`config.mk`:
```
export PLATFORM = sky130hd
export DESIGN_NAME = logic_reduce_unit
export DESIGN_NICKNAME = d
export VERILOG_FILES = /design/src/rtl/logic_reduce_unit.sv
export SDC_FILE = /design/constraint.sdc
export NUM_CORES = 1
export LEC_CHECK = 0
export CORE_ASPECT_RATIO = 2
export CORE_MARGIN = 5
export CORE_UTILIZATION = 50
export DETAILED_ROUTE_END_ITERATION = 16
export GPL_TIMING_DRIVEN = 0
export PLACE_DENSITY = 0.72
export SLEW_MARGIN = 20
export SYNTH_ARGS = -nofsm -noshare
export SYNTH_HDL_FRONTEND = slang
export SYNTH_SLANG_ARGS = --single-unit
```
`constraint.sdc`:
```
create_clock -name clk -period 2.32 [get_ports clk]
set_input_delay 0.58 -clock clk [delete_from_list [all_inputs] [get_ports clk]]
set_output_delay 0.58 -clock clk [all_outputs]
set_load 0.02 [all_outputs]
```
`src/rtl/logic_reduce_unit.sv`:
```
// Handshaked multi-mode bitwise reducer: folds a packet of WIDTH-bit words with AND/OR/XOR (optionally inverted).
// Optional feature: define LRU_COUNT_EN to expose out_count (words in the reduced packet).
module logic_reduce_unit #(
    parameter int WIDTH   = 8,
    parameter int MAX_OPS = 16,
    localparam int CW     = $clog2(MAX_OPS + 1)
) (
    input  logic             clk,
    input  logic             rst_n,
    input  logic             in_valid,
    output logic             in_ready,
    input  logic [WIDTH-1:0] in_data,
    input  logic             in_last,
    input  logic [2:0]       mode,
    output logic             out_valid,
    input  logic             out_ready,
`ifdef LRU_COUNT_EN
    output logic [CW-1:0]    out_count,
`endif
    output logic [WIDTH-1:0] out_data
);

    typedef enum logic [1:0] {
        ST_IDLE  = 2'd0,
        ST_ACCUM = 2'd1,
        ST_HOLD  = 2'd2
    } state_t;

    // Base gate of a mode: 0/3 AND, 2/5 XOR, everything else (1/4/6/7) OR.
    function automatic logic [WIDTH-1:0] apply_op(input logic [2:0] m,
                                                  input logic [WIDTH-1:0] a,
                                                  input logic [WIDTH-1:0] b);
        case (m)
            3'd0, 3'd3: apply_op = a & b;
            3'd2, 3'd5: apply_op = a ^ b;
            default:    apply_op = a | b;
        endcase
    endfunction

    function automatic logic is_inverting(input logic [2:0] m);
        is_inverting = (m >= 3'd3);
    endfunction

    state_t           r_state;
    logic [WIDTH-1:0] r_acc;
    logic [CW-1:0]    r_cnt;
    logic [2:0]       r_mode;
    logic             r_out_valid;
    logic [WIDTH-1:0] r_out_data;
`ifdef LRU_COUNT_EN
    logic [CW-1:0]    r_out_count;
`endif

    logic [2:0]       w_op_mode;
    logic [WIDTH-1:0] w_next_acc;
    logic [CW-1:0]    w_next_cnt;
    logic             w_last_hit;
    logic [WIDTH-1:0] w_result;

    assign in_ready  = (r_state != ST_HOLD);
    assign out_valid = r_out_valid;
    assign out_data  = r_out_data;
`ifdef LRU_COUNT_EN
    assign out_count = r_out_count;
`endif

    // Accumulator, word count and termination for a beat in the current state
    always_comb begin
        w_op_mode  = r_mode;
        w_next_acc = r_acc;
        w_next_cnt = r_cnt;
        w_last_hit = 1'b0;
        if (r_state == ST_IDLE) begin
            // First word: mode is taken live, it is only latched at this beat.
            w_op_mode  = mode;
            w_next_acc = in_data;
            w_next_cnt = CW'(1);
            w_last_hit = in_last || (MAX_OPS == 32'sd1);
        end else begin
            w_next_acc = apply_op(r_mode, r_acc, in_data);
            w_next_cnt = r_cnt + CW'(1);
            w_last_hit = in_last || (w_next_cnt == CW'(MAX_OPS));
        end
        w_result = is_inverting(w_op_mode) ? ~w_next_acc : w_next_acc;
    end

    // Packet FSM with registered result outputs
    always_ff @(posedge clk or negedge rst_n) begin
        if (!rst_n) begin
            r_state     <= ST_IDLE;
            r_acc       <= '0;
            r_cnt       <= '0;
            r_mode      <= 3'd4;
            r_out_valid <= 1'b0;
            r_out_data  <= '0;
`ifdef LRU_COUNT_EN
            r_out_count <= '0;
`endif
        end else begin
            case (r_state)
                ST_IDLE, ST_ACCUM: begin
                    if (in_valid) begin
                        if (r_state == ST_IDLE) begin
                            r_mode <= mode;
                        end else begin
                            r_mode <= r_mode;
                        end
                        r_acc <= w_next_acc;
                        r_cnt <= w_next_cnt;
                        if (w_last_hit) begin
                            r_state     <= ST_HOLD;
                            r_out_valid <= 1'b1;
                            r_out_data  <= w_result;
`ifdef LRU_COUNT_EN
                            r_out_count <= w_next_cnt;
`endif
                        end else begin
                            r_state <= ST_ACCUM;
                        end
                    end else begin
                        r_state <= r_state;
                    end
                end
                ST_HOLD: begin
                    if (out_ready) begin
                        r_state     <= ST_IDLE;
                        r_out_valid <= 1'b0;
                    end else begin
                        r_state <= ST_HOLD;
                    end
                end
                default: begin
                    r_state     <= ST_IDLE;
                    r_out_valid <= 1'b0;
                end
            endcase
        end
    end

endmodule

```
# Word-level counts from Yosys, hierarchy flattened
# Index checks and enable logic that the tools add are counted.
# word_totals
reg_bits	27
latch_bits	0
ram_bits	0
romBits	0
in_bits	16
output_inout_bits	10
wordCells	45
memories	0
# op_classes
addsub	1
mul	0
n_div	0
magnitude_cmp	1
eq_ne	10
shift	0
mux	14
n_bitwise	4
n_reduce_logical	9
# ops
cell	count
8-bit two-way mux	2
8-bit one-hot mux with 2 select lines	1
8-bit bitwise AND	1
2-bit != test (second input constant)	4
8-bit inverter	1
8-bit bitwise OR	1
8-bit XOR	1
3-bit by 2-bit == test with 1-bit output (second input constant)	2
2-bit two-way mux	3
3-bit AND reduction	2
2-bit OR reduction	3
5-bit by 1-bit adder with 5-bit output (second input constant)	1
5-bit == test (second input constant)	1
5-bit two-way mux	1
1-bit two-way mux	4
2-bit one-hot mux with 2 select lines	1
3-bit == test (second input constant)	1
3-bit by 2-bit >= comparator with 1-bit output (second input constant)	1
3-bit zero test	1
3-bit two-way mux	1
2-bit by 1-bit == test with 1-bit output (second input constant)	1
2-bit == test (second input constant)	1
2-bit zero test	1
1-bit one-hot mux with 2 select lines	1
other kinds (2)	2

# Depth between registers and ports, before layout
# Gate-level depths: netlist (run 1).
# depth
depth_word	7
depth_mapped	8
mapped_depth_nobuf	8

# Worst setup path before layout (run 1)
# No wires, ideal clock.
# synth_path
kind	input to register
start	in in_data[7]
end	reg r_out_data[7], in the netlist out_data[7]
setup_ps	124
arrival_time_ps	1808
required_ps	2196
path_slack_ps	388
cell_stages	8
n_path_buf	0
cell_sequence	inv_1 > ha_1 > mux2_2 > nand2_1 > a21oi_1 > o31ai_1 > xor2_1 > a21oi_1
# synth_via
elab_chain_len	5
word_cells_on_any_way	7
cone_classes	mux (3); bitwise (4)
# synth_rtl
element	line	rtl
from (decl)	12	input logic [WIDTH-1:0] in_data,
8-bit bitwise OR, or another cell as far along	36	default: apply_op = a | b;
8-bit one-hot mux with 2 select lines	33	case (m)
8-bit two-way mux (*)	73	if (r_state == ST_IDLE) begin
8-bit inverter	84	w_result = is_inverting(w_op_mode) ? ~w_next_acc : w_next_acc;
8-bit two-way mux (*)	84	
to (signal assigned)	113	r_out_data <= w_result;
to (decl)	49	logic [WIDTH-1:0] r_out_data;
# Mark *: on every way between the ends. The rest lies on a longest branch, timed or not.
# A chain may end at the register's enable or synchronous reset.

# Worst setup path after layout (run 1)
# layout_path
start	in in_data[0]
end	reg r_out_data[0], in the netlist out_data[0]
# Same word-level chain as after synthesis.

==> impl_metrics.env, run 1 <==
export IMPL_start_util=0.508
export IMPL_diodes=0
export IMPL_drive_gt1_frac=0.142
export IMPL_rows=33
export IMPL_grt_pass1_vias=1728
export IMPL_status="finished, final reports clean"
export IMPL_worst_slew_pin_slew_ps=824
export IMPL_wire_per_inst_um=14.8
export IMPL_clockPowerShare=0.116
export IMPL_synth_compound_area_frac=0.179
export IMPL_syn_nets=257
export IMPL_final_nets=288
export IMPL_first_pass_iters=4
export IMPL_die_x_um=55.1
export IMPL_seqPwrFrac=0.312
export IMPL_syn_avg_cell_area_um2=9.09
export IMPL_synth_top_family_by_area="compound AO/OA/AOI/OAI gates"
export IMPL_placed_cells=301
export IMPL_worst_setup_path_end_kind="flip-flop"
export IMPL_synthCells=224
export IMPL_vias_per_cell=5.58
export IMPL_yosys_cell_types_count=38
export IMPL_synth_area_leader_cell="dfrtp_1"
export IMPL_num_vias=1709
export IMPL_grt_max_degree=28
export IMPL_fin_worst_skew_ps=5.15
export IMPL_drtAntennaViolNets=0
export IMPL_clock_sinks=27
export IMPL_vdd_ir_drop_max_uv=747
export IMPL_finalWorstSetupSlack_ps=46.7
export IMPL_gp_congestion=0.826
export IMPL_synth_area_um2=2040
export IMPL_slowest_stage="clkdlybuf4s50_1"
export IMPL_cts_buffers=3
export IMPL_wirelength_um=4530
export IMPL_fp_dieArea_um2=5520
export IMPL_path_max_fanout=2
export IMPL_die_h_um=100
export IMPL_critPathBufInv=2
export IMPL_crit_path_cell_trace="clkdlybuf4s50_1 > inv_1 > ha_1 > mux2_2 > nand2_1 > o211ai_1 > a21oi_2 > xnor2_1 > mux2_4"
export IMPL_final_cell_count_no_fill=306
export IMPL_pin_count=26
export IMPL_slew_headroom=0.449
export IMPL_min_period_ps=2270
export IMPL_portBuffers=25
export IMPL_fp_coreArea_um2=4010
export IMPL_p_int_mw=1.43
export IMPL_critical_path_class="input pin to flip-flop"
export IMPL_cts_root_buf="clkbuf_8"
export IMPL_regArea_um2=677
export IMPL_drtIter0Drc=32
export IMPL_setup_viol=0
export IMPL_antenna_found_initial=0
export IMPL_synth_fa_ha_area_frac=0.104
export IMPL_critPathRequiredTime_ps=2500
export IMPL_cp_top_family="buffers and inverters"
export IMPL_ys_seq_area_frac=0.333
export IMPL_synthMuxAreaShare=0.134
export IMPL_slowest_delay_ps=480
export IMPL_yosys_warnings=0
export IMPL_synth_simple_gate_area_share=0.118
export IMPL_drv_slew=0
export IMPL_clk_pin_slew_ps=100
export IMPL_yosysTopAreaCellShare=0.320
export IMPL_gr_usage_all_layers=0.184
export IMPL_place_hpwl_um=3420
export IMPL_leakage_nw=1.11
export IMPL_timing_final_crit_share=0.980
export IMPL_clock_latency_ps=280
export IMPL_ys_ff_latch=27
export IMPL_pre_cts_ws_ps=-362
export IMPL_drcViolationCount=0
export IMPL_min_path_type="input pin to asynchronous set/reset pin"
export IMPL_cts_hold_buf=0
export IMPL_syn2layout_area_growth_pct=18.7
export IMPL_synth_xor_area_frac=0.0516
export IMPL_cp_start_kind="input pin"
export IMPL_grt_pass1_wl_um=7560
export IMPL_fin_util=0.604
export IMPL_tritoncts="done"
export IMPL_gr_total_overflow=0
export IMPL_rsz0062_at_grt="true"
export IMPL_power_density_nw_per_um2=1020
export IMPL_cts_max_level=1
export IMPL_netSwitchingFraction=0.418
export IMPL_crit_arrival_ps=2450
export IMPL_clockBufferDepth=2
export IMPL_drv_cap=0
export IMPL_max_freq_ghz=0.440
export IMPL_fillers=373
export IMPL_ys_top_cells_by_area="dfrtp_1 (32%), ha_1 (10%), mux2_2 (6.6%)"
export IMPL_pwr_share_comb=0.572
export IMPL_hold_viol=0
export IMPL_r2r_slack_ps=280
export IMPL_power_mw=2.46
export IMPL_multiInputGateArea_um2=1210
export IMPL_p_switching_mw=1.03
-- timing repair --
action,4_1_cts,5_1_grt
setup endpoints to repair,1,3
cloned,0,0
buffers inserted,0,1
gates resized for setup,1,2
pin swaps,0,1
-- metrics by stage --
stage / hold WS, ps / setup TNS, ps / instance area [um2]
finish: 299 / 0 / 2420
global route: 340 / -9.62 / 2420
CTS: 322 / 0 / 2400
detailed placement: 473 / -1650 / 2350
global placement: 467 / -1390 / 2350
floorplan: 284 / 0 / 2040
-- worst paths after layout --
| kind | startpoint | end | depth (start not counted) |
|---|---|---|---|
| worst max-delay path | in_data[0] | out_data[0]$_DFFE_PN0P_ | 9 |
| worst min-delay path | rst_n | r_acc[7]$_DFFE_PN0P_ | 1 |
| worst max register to register | r_cnt[0]$_DFFE_PN0P_ | out_data[2]$_DFFE_PN0P_ | 7 |
| worst min register to register | out_valid$_DFFE_PN0P_ | out_valid$_DFFE_PN0P_ | 1 |
| max in group asynchronous | rst_n | r_acc[6]$_DFFE_PN0P_ | 1 |
| min in group clk | out_valid$_DFFE_PN0P_ | out_valid$_DFFE_PN0P_ | 1 |
-- cells in the mapped netlist --
master	count
xor2_1	6
mux2_4	1
a211oi_1	2
mux2i_1	10
mux2_2	12
nand3_1	3
o2bb2ai_1	1
ha_1	17
nand2_1	26
or2_1	1
dfrtp_1	26
o32ai_1	2
nor4_1	1
mux2i_4	1
clkbuf_1	5
o31ai_1	1
a21oi_1	11
buf_6	3
o21ai_0	17
inv_1	19
a21o_1	6
a22o_1	2
nand2b_1	4
xnor2_1	6
a31oi_1	2
nor3_1	1
nor2b_1	4
dfstp_2	1
o22ai_1	2
buf_4	2
a211o_1	3
a32oi_1	1
nor2_1	13
o221ai_1	2
o211ai_1	3
a211oi_2	1
nand2_4	1
buf_2	5
-- power groups by stage --
stage	logic [mW]	clock network, mW	registers [mW]
detailed placement	1.37	0	0.776
global placement	1.33	0	0.767
CTS	1.38	0.293	0.767
floorplan	0.890	0	0.844
global route	1.55	0.313	0.793
finish	1.41	0.285	0.766
-- layout by cell type (no fill, tap or decap), types with 2 or more instances in the layout --
cell type,instances
o221ai_1,2
o21ai_0,17
a21o_1,6
nor2b_1,4
a31oi_1,2
xor2_1,6
a211o_1,3
mux2_2,12
clkdlybuf4s50_1,24
nand3_1,3
o22ai_1,2
buf_6,3
xnor2_1,6
a21oi_1,10
o32ai_1,2
a22o_1,2
ha_1,17
nand2b_1,4
clkbuf_8,3
dfrtp_1,26
clkbuf_1,5
nor2_1,13
nand2_1,26
o211ai_1,3
buf_4,3
mux2i_1,10
a211oi_1,2
inv_1,19
buf_2,6
-- registers in the layout, indices dropped and copies added (netlist names) --
name,flops
r_acc,8
r_cnt,5
out_valid,1
r_state,2
r_mode,3
out_data,8
-- cells by family (layout without fill, tap and decap cells) --
family,after synthesis,count (layout)
AO/OA/AOI/OAI,56,56
XOR/XNOR,12,12
buffers and inverters,34,64
adder cells (fa/ha/maj),17,17
flip-flops,27,27
multiplexers,24,24
AND/OR/NAND/NOR,54,54
-- routing by layer --
layer | GRT usage | wire length, um | vias to the layer above
met4 | 0.0787 | 169 | 0
li1 | - | - | 831
met2 | 0.306 | 2280 | 62
met1 | 0.223 | 1820 | 802
met3 | 0.0312 | 258 | 14
met5 | 0 | 0 | -
-- final cells by class --
| cell class | instances | share of cell area |
|---|---|---|
| multi-input combinational | 163 | 0.501 |
| sequential | 27 | 0.280 |
| timing repair buffer | 26 | 0.105 |
| buffer | 15 | 0.0383 |
| inverter | 19 | 0.0295 |
| tap | 52 | 0.0269 |
| clock buffer | 3 | 0.0171 |
| clock inverter | 1 | 0.00311 |
No activity file was read; power rests on OpenSTA's default activity.
==> inputs of run 2 (changes only) <==
- CORE_UTILIZATION: 50 -> 55
- PLACE_DENSITY: 0.72 -> 0.78
==> impl_metrics.env, run 2 (same netlist as run 1, synthesis figures left out) <==
export IMPL_drcViolationCount=0
export IMPL_cp_top_family="buffers and inverters"
export IMPL_setup_viol=0
export IMPL_rows=31
export IMPL_crit_arrival_ps=2390
export IMPL_pre_cts_ws_ps=-312
export IMPL_rsz0062_at_grt="false"
export IMPL_post_cts_buffers=0
export IMPL_vdd_ir_drop_max_uv=682
export IMPL_wire_per_inst_um=15.1
export IMPL_min_period_ps=2220
export IMPL_power_density_nw_per_um2=1010
export IMPL_drtIter0Drc=51
export IMPL_final_cell_mix="nand2_1 (26), dfrtp_1 (26), clkdlybuf4s50_1 (24)"
export IMPL_slowest_delay_ps=540
export IMPL_hold_viol=0
export IMPL_clock_sinks=27
export IMPL_status="finished, final reports clean"
export IMPL_dpl_instance_area_um2=2340
export IMPL_fin_setup_tns_ps=0
export IMPL_cts_max_level=1
export IMPL_diodes=0
export IMPL_leakage_nw=1.11
export IMPL_cts_buffers=3
export IMPL_grt_pass1_vias=1691
export IMPL_first_pass_iters=4
export IMPL_drtAntennaViolNets=0
export IMPL_drive_gt1_frac=0.158
export IMPL_syn2layout_area_growth_pct=19.9
export IMPL_cts_root_buf="clkbuf_8"
export IMPL_slew_headroom=0.558
export IMPL_cts_hold_buf=0
export IMPL_critPathRequiredTime_ps=2490
export IMPL_antenna_found_initial=0
export IMPL_clk_pin_slew_ps=90
export IMPL_whs_ps=296
export IMPL_finalWorstSetupSlack_ps=99.3
export IMPL_fin_area_um2=2440
export IMPL_vias_per_cell=5.50
export IMPL_fin_util=0.677
export IMPL_die_x_um=53.0
export IMPL_regToRegStartpoint="r_cnt[0]$_DFFE_PN0P_"
export IMPL_clockBufferDepth=2
export IMPL_drv_slew=0
export IMPL_timing_final_crit_share=0.957
export IMPL_clock_latency_ps=270
export IMPL_power_mw=2.48
export IMPL_grt_max_degree=28
export IMPL_die_h_um=96.0
export IMPL_slowest_stage="clkdlybuf4s50_1"
export IMPL_num_vias=1661
export IMPL_final_cell_count_no_fill=302
export IMPL_crit_path_cell_trace="clkdlybuf4s50_1 > inv_1 > ha_1 > o2bb2ai_1 > nor4_1 > a211oi_2 > xnor2_1 > mux2_2"
export IMPL_gr_total_overflow=0
export IMPL_path_max_fanout=3
export IMPL_gp_congestion=0.888
export IMPL_fp_dieArea_um2=5090
export IMPL_worst_slew_pin_slew_ps=660
export IMPL_cp_start_kind="input pin"
export IMPL_wirelength_um=4570
export IMPL_min_path_type="input pin to asynchronous set/reset pin"
export IMPL_max_freq_ghz=0.450
export IMPL_fp_coreArea_um2=3610
export IMPL_gr_usage_all_layers=0.196
export IMPL_critPathBufInv=2
export IMPL_start_util=0.564
export IMPL_placed_cells=298
export IMPL_tritoncts="done"
export IMPL_grt_pass1_wl_um=7490
export IMPL_worst_setup_path_end_kind="flip-flop"
export IMPL_drv_cap=0
export IMPL_place_hpwl_um=3530
export IMPL_critical_path_class="input pin to flip-flop"
export IMPL_pin_count=26
export IMPL_fin_worst_skew_ps=4.35
export IMPL_portBuffers=25
export IMPL_crit_path_start="in_data[6]"
export IMPL_final_nets=287
## run 2: layout make-up
| cell class | instances | area, um2 |
|---|---|---|
| Fill cell | 311 | 1170 |
| Sequential cell | 27 | 677 |
| Timing Repair Buffer | 25 | 245 |
| Clock buffer | 4 | 45.0 |
| Tap cell | 49 | 61.3 |
| Inverter | 19 | 71.3 |
| Buffer | 15 | 92.6 |
| Multi-Input combinational cell | 163 | 1250 |
## run 2: routing by layer
layer	part of all wire	vias up	track usage
li1	-	826	-
met5	0	-	0
met2	0.56	30	0.379
met4	0.011	0	0.0554
met3	0.026	4	0.0186
met1	0.40	801	0.218
## run 2: path summary, 6_finish.rpt
kind / endpoint / slack, ps / cells past startpoint
min: out_data[5]$_DFFE_PN0P_ / 300 / 1
min reg2reg: out_valid$_DFFE_PN0P_ / 480 / 1
max reg2reg: out_data[3]$_DFFE_PN0P_ / 230 / 7
max: out_data[6]$_DFFE_PN0P_ / 100 / 8
max in group asynchronous: r_acc[7]$_DFFE_PN0P_ / 1630 / 1
min in group clk: out_valid$_DFFE_PN0P_ / 480 / 1
## run 2: worst reg2reg max path, delay by kind of cell (launching register included)
kind	cells	cell delay, ps
xor+xnor	1	200
mux	1	360
buf+inv	1	260
fa+ha+maj	1	230
compound gates	1	140
simple gates	2	350
flops	1	440
## run 2: power breakdown
part	internal (mW)	switching (mW)
registers	0.643	0.126
clock network	0.123	0.143
logic	0.682	0.760
total	1.45	1.03
## run 2: what timing repair did
| item | 4_1_cts | 5_1_grt |
|---|---|---|
| setup endpoints to repair | 1 | 4 |
| gates resized for setup | 1 | 8 |
| pin swaps | 0 | 4 |
==> inputs of run 3 (changes only) <==
- CTS_CLUSTER_DIAMETER: not set -> 150
- GPL_ROUTABILITY_DRIVEN: not set -> 0
==> results of run 3 <==
Final layout, timing and power as in run 2 (identical DEF).
==> edit 1: new RTL, config.mk and constraints of run 1 <==
`MAX_OPS`: 16 -> 32.
--- a/src/rtl/logic_reduce_unit.sv
+++ b/src/rtl/logic_reduce_unit.sv
@@ -3,5 +3,5 @@
 module logic_reduce_unit #(
     parameter int WIDTH   = 8,
-    parameter int MAX_OPS = 16,
+    parameter int MAX_OPS = 32,
     localparam int CW     = $clog2(MAX_OPS + 1)
 ) (
Check against the original RTL: same outputs for any inputs over 4 cycles, from zero or initial values and one cycle with rst_n low; that may be too few to reach the edited logic, so the function may still have changed.
==> edit 1 against run 1 <==
  * Final cell count increased by 20%
  * Combinational power rose by 5%
  * Wire length increased by 28%
  * Clock skew down 0.0013 ns
  * Total power increased by 2.4%
  * Cell area increased by 14%
  * First-iteration DRC count increased to 2.6 times the old value
  * Critical path depth down 5
  * Sequential cell count up 1
  * Area after synthesis increased by 17%
  * Sequential share of layout area fell by 2.4 points
  * Worst hold slack gained 0.016 ns
  * Worst setup slack improved by 0.060 ns
  * Non-clock buffer count grew 2
  * Largest cell class unchanged
  * Highest routed layer unchanged
==> edit 1: results (changes against run 1) <==
[status]
status = finished clean  ; unchanged

[sta]
tightest_slew_ns = 0.740  ; was 0.824 ns
clock_skew_ns = 0.00387  ; was 0.00515 ns
max_freq_ghz = 0.452  ; was 0.440 GHz
hold-worst-slack_ns = 0.315  ; was 0.299 ns

[finish]
multi_input_area_share_pct = 54.6  ; was 50.1%
buffer_area_share_pct = 12.8  ; was 14.3%
clockNetworkAreaShare_pct = 1.64  ; was 2.02%
nMultiInputCombCells = 217  ; was 163
num-clock-buffers = 4  ; was 3
seq-cell-share_pct = 25.6  ; was 28.0%
drive_above_1_share_pct = 10.5  ; was 14.2%
n_fill_cell = 447  ; was 373

[critical_path]
r2r_setup_slack_ns = 0.40  ; was 0.28 ns
worstPathMaxFanout = 10  ; was 2
reg2regPathDepth = 6  ; was 7
worstPathArrival_ns = 1.63  ; was 2.45 ns
worstSetupStartpoint = r_state[0]$_DFFE_PN0P_  ; was in_data[0]
slowest_delay_ns = 0.61  ; was 0.48 ns
r2r-end = r_acc[0]$_DFFE_PN0P_  ; was out_data[2]$_DFFE_PN0P_

[die]
core_sq_um = 4640  ; was 4010 sq um

[clocking]
clock-sinks = 28  ; was 27

[grt]
met2_usage_pct = 37.0  ; was 30.6%
grt_max_degree = 29  ; was 28
first_global_vias = 2029  ; was 1728
grt_use_met1_pct = 21.8  ; was 22.3%
grt_util_all_layers_pct = 19.6  ; was 18.4%

[logic_synthesis]
synth_seq_area_share_pct = 29.4  ; was 33.3%
synth_fa_ha_area_share_pct = 8.92  ; was 10.4%
synth_xor_area_share_pct = 4.36  ; was 5.16%
syn_nets = 317  ; was 257
synth_commonest_cells = nand2_1 (32), dfrtp_1 (27), o21ai_0 (24)  ; was dfrtp_1 (26), nand2_1 (26), inv_1 (19)
synth_compound_area_share_pct = 23.8  ; was 17.9%
ys_types = 51  ; was 38

[placement]
dpl.hpwl_mm = 4.36  ; was 3.42 mm
dpl-instance-area_sq_um = 2700  ; was 2350 sq um
routabilityCongestion = 0.866  ; was 0.826
post-place-cells = 364  ; was 301

[detailed_routing]
dr_wl_met3_um = 244  ; was 258 um
drtIter0Drc = 83  ; was 32
wire_per_inst_um = 15.8  ; was 14.8 um
dr_wl_met2_mm = 3.23  ; was 2.28 mm

[power]
netSwitchingFraction_pct = 43.9  ; was 41.8%
power_density_nw_per_um2 = 917  ; was 1020 nW/um^2
powerClk_uw = 289  ; was 285 uW
seq-power_uw = 753  ; was 766 uW
peakVddDrop_mv = 0.585  ; was 0.747 mV
power.leakage_nw = 1.29  ; was 1.11 nW

==> edit 1: cell count changes after synthesis, moves of 5 or more <==
cell       delta
o21ai_0       +7
a21o_1        -5
nand3b_1      +7
o21ai_1       +6
mux2_2       -10
a211oi_1      +5
o2bb2ai_1     +5
nand2_1       +6
buf_2         +8
==> edit 1: kinds of logic (layout without fill, tap and decap cells) <==
family | count (synthesis) | in the layout
buffers and inverters | 39 | 68
xor gates and xnor gates | 11 | 11
AOI/OAI and AO/OA | 85 | 85
DFF | 28 | 28
adders and majority gates | 17 | 17
and+or+nand+nor | 89 | 89
muxes | 15 | 15
==> edit 1: how the worst max path moves through the flow <==
stage               cells past startpoint                       to
global route                            4                 in_ready
finish                                  4                 in_ready
global placement                        8  out_data[7]$_DFFE_PN0P_
floorplan                               7  out_data[7]$_DFFE_PN0P_
detailed placement                      8  out_data[7]$_DFFE_PN0P_
CTS                                     8  out_data[7]$_DFFE_PN0P_
==> edit 2: new RTL, config.mk and constraints of run 1 <==
Without the edit above. Register the input `mode` before use, without a reset. The logic sees it one clock later. The other inputs are not delayed to match.
--- a/src/rtl/logic_reduce_unit.sv
+++ b/src/rtl/logic_reduce_unit.sv
@@ -26,4 +26,10 @@
         ST_HOLD  = 2'd2
     } state_t;
+
+    logic [2:0] mode_q;
+
+    always_ff @(posedge clk) begin
+        mode_q <= mode;
+    end
 
     // Base gate of a mode: 0/3 AND, 2/5 XOR, everything else (1/4/6/7) OR.
@@ -73,5 +79,5 @@
         if (r_state == ST_IDLE) begin
             // First word: mode is taken live, it is only latched at this beat.
-            w_op_mode  = mode;
+            w_op_mode  = mode_q;
             w_next_acc = in_data;
             w_next_cnt = CW'(1);
@@ -102,5 +108,5 @@
                     if (in_valid) begin
                         if (r_state == ST_IDLE) begin
-                            r_mode <= mode;
+                            r_mode <= mode_q;
                         end else begin
                             r_mode <= r_mode;
Behaviour: not the same (Yosys sat finds a counterexample within 4 cycles, from zero or initial values and one cycle with rst_n low).
==> edit 2 against run 1 <==
  * Worst setup slack improved by 0.047 ns
  * Total power is 14% higher
  * Synthesized cell count increased by 6.7%
  * First-iteration DRC count shrank 28%
  * Non-clock buffer count fell by 4
  * Wire length up 8.6%
  * Sequential cell count up 3
  * Via count rose by 3.3%
  * Maximum frequency is 2.1% higher
  * Cell area is 12% higher
  * Area after synthesis grew 11%
==> edit 2: results (changes against run 1) <==
[logic_synthesis]
yosys_warnings = 0  ; unchanged
synth_commonest_cells = dfrtp_1 (26), inv_1 (23), nand2_1 (21)  ; was dfrtp_1 (26), nand2_1 (26), inv_1 (19)
synth_seq_area_share_pct = 32.5  ; was 33.3%
syn_nets = 272  ; was 257
async_flop_share_pct = 90.0  ; was 100%
yosys-top-cells-area = dfrtp_1 (29%), ha_1 (9.4%), mux2i_1 (5.7%), inv_1 (3.8%), nand2_1 (3.5%)  ; was dfrtp_1 (32%), ha_1 (10%), mux2_2 (6.6%), mux2i_1 (4.9%), nand2_1 (4.8%)
synthCells = 239  ; was 224
ys_types = 55  ; was 38

[grt]
grt_util_all_layers_pct = 17.9  ; was 18.4%
grt_max_degree = 28  ; unchanged
met2_usage_pct = 31.1  ; was 30.6%
first_global_vias = 1888  ; was 1728
grt_first_pass_wirelength_mm = 8.47  ; was 7.56 mm
antenna_found_initial = 0  ; unchanged
use_met3_pct = 3.18  ; was 3.12%
grt_use_met1_pct = 19.4  ; was 22.3%

[power]
p_int_mw = 1.70  ; was 1.43 mW
power.leakage_nw = 1.21  ; was 1.11 nW
peakVddDrop_mv = 0.589  ; was 0.747 mV
p_sw_mw = 1.11  ; was 1.03 mW
powerClk_uw = 542  ; was 285 uW
seq-power_uw = 818  ; was 766 uW

[detailed_routing]
drtIter0Drc = 23  ; was 32
wire_per_inst_um = 15.1  ; was 14.8 um
vias = 1766  ; was 1709
drt_first_pass_iters = 4  ; unchanged
routed_wl_mm = 4.92  ; was 4.53 mm

[critical_path]
critical-path-top-delay-family = buffers and inverters  ; unchanged
worstPathMaxFanout = 2  ; unchanged
worstSetupStartpoint = in_data[7]  ; was in_data[0]
reg2reg_from = r_cnt[0]$_DFFE_PN0P_  ; unchanged
slowest_delay_ns = 0.48  ; about the same
r2r_setup_slack_ns = 0.52  ; was 0.28 ns
cpMaxStageDelayCell = clkdlybuf4s50_1  ; unchanged
reg2regPathDepth = 6  ; was 7
r2r-end = out_data[5]$_DFFE_PN0P_  ; was out_data[2]$_DFFE_PN0P_

[clocking]
cts_inserted_buffers = 5  ; was 3
postCtsSetupBuffers = 0  ; unchanged
cts_resized = 0  ; was 1
clock_path_buffers = 2  ; unchanged
clk_pin_slew_ns = 0.07  ; was 0.10 ns
h-tree-depth = 2  ; was 1
clockRootBuffer = clkbuf_8  ; unchanged
insertion_delay_ns = 0.28  ; about the same

[status]
status = finished clean  ; unchanged

[placement]
post-place-cells = 318  ; was 301
routabilityCongestion = 0.811  ; was 0.826
dpl.hpwl_mm = 3.75  ; was 3.42 mm

[finish]
fin_nets = 304  ; was 288
antenna_cells = 0  ; unchanged
drive_above_1_share_pct = 17.0  ; was 14.2%

[worst_hold_path]
holdCritPathClass = in2async  ; unchanged

[sta]
clock_skew_ns = 0.00362  ; was 0.00515 ns
max_slew_margin_pct = 57.6  ; was 44.9%
setup_viol = 0  ; unchanged

[edit 2: cells by family after synthesis]
| logic type | share of synthesized area [%] |
|---|---|
| AOI/OAI and AO/OA | 18.0 |
| xor gates and xnor gates | 3.86 |
| adders and majority gates | 9.38 |
| buffers and inverters | 8.93 |
| DFF | 32.5 |
| muxes | 11.0 |
| and+or+nand+nor | 16.4 |
[edit 2: worst max-delay path by stage]
| stage | to | slack [ns] | cells after the start |
|---|---|---|---|
| 5_1_grt | out_data[6]$_DFFE_PN0P_ | 0.02 | 8 |
| 6_report | out_data[7]$_DFFE_PN0P_ | 0.09 | 8 |
| 4_1_cts | out_data[7]$_DFFE_PN0P_ | 0.06 | 8 |
| 3_3_place_gp | out_data[7]$_DFFE_PN0P_ | -0.21 | 8 |
| 3_5_place_dp | out_data[7]$_DFFE_PN0P_ | -0.24 | 8 |
| 2_1_floorplan | out_data[7]$_DFFE_PN0P_ | 0.41 | 7 |
[edit 2: per-stage QoR]
step	util, %	hold slack [ns]	cell area, sq um	setup TNS, ns	setup WS (ns)
global placement	59.0	0.458	2590	-1.28	-0.206
floorplan	-	0.284	2270	0	0.414
global route	61.7	0.359	2710	0	0.0200
finish	61.7	0.317	2710	0	0.0932
detailed placement	58.9	0.467	2580	-1.54	-0.238
CTS	61.5	0.344	2690	0	0.0616
[edit 2: cell type report]
class	instances	area, sq um
fill	407	1680
multi-input combinational	173	1340
sequential	30	737
timing repair buffer	25	245
buffer	12	113
inverter	24	90.1
clock buffer	6	82.6
tap	54	67.6
clock inverter	1	30.0
[edit 2: per-layer routing]
layer	part of all wire, %	wire length (um)
met1	39	1900
met2	56	2750
met3	2.7	132
met4	2.9	142
met5	0	0
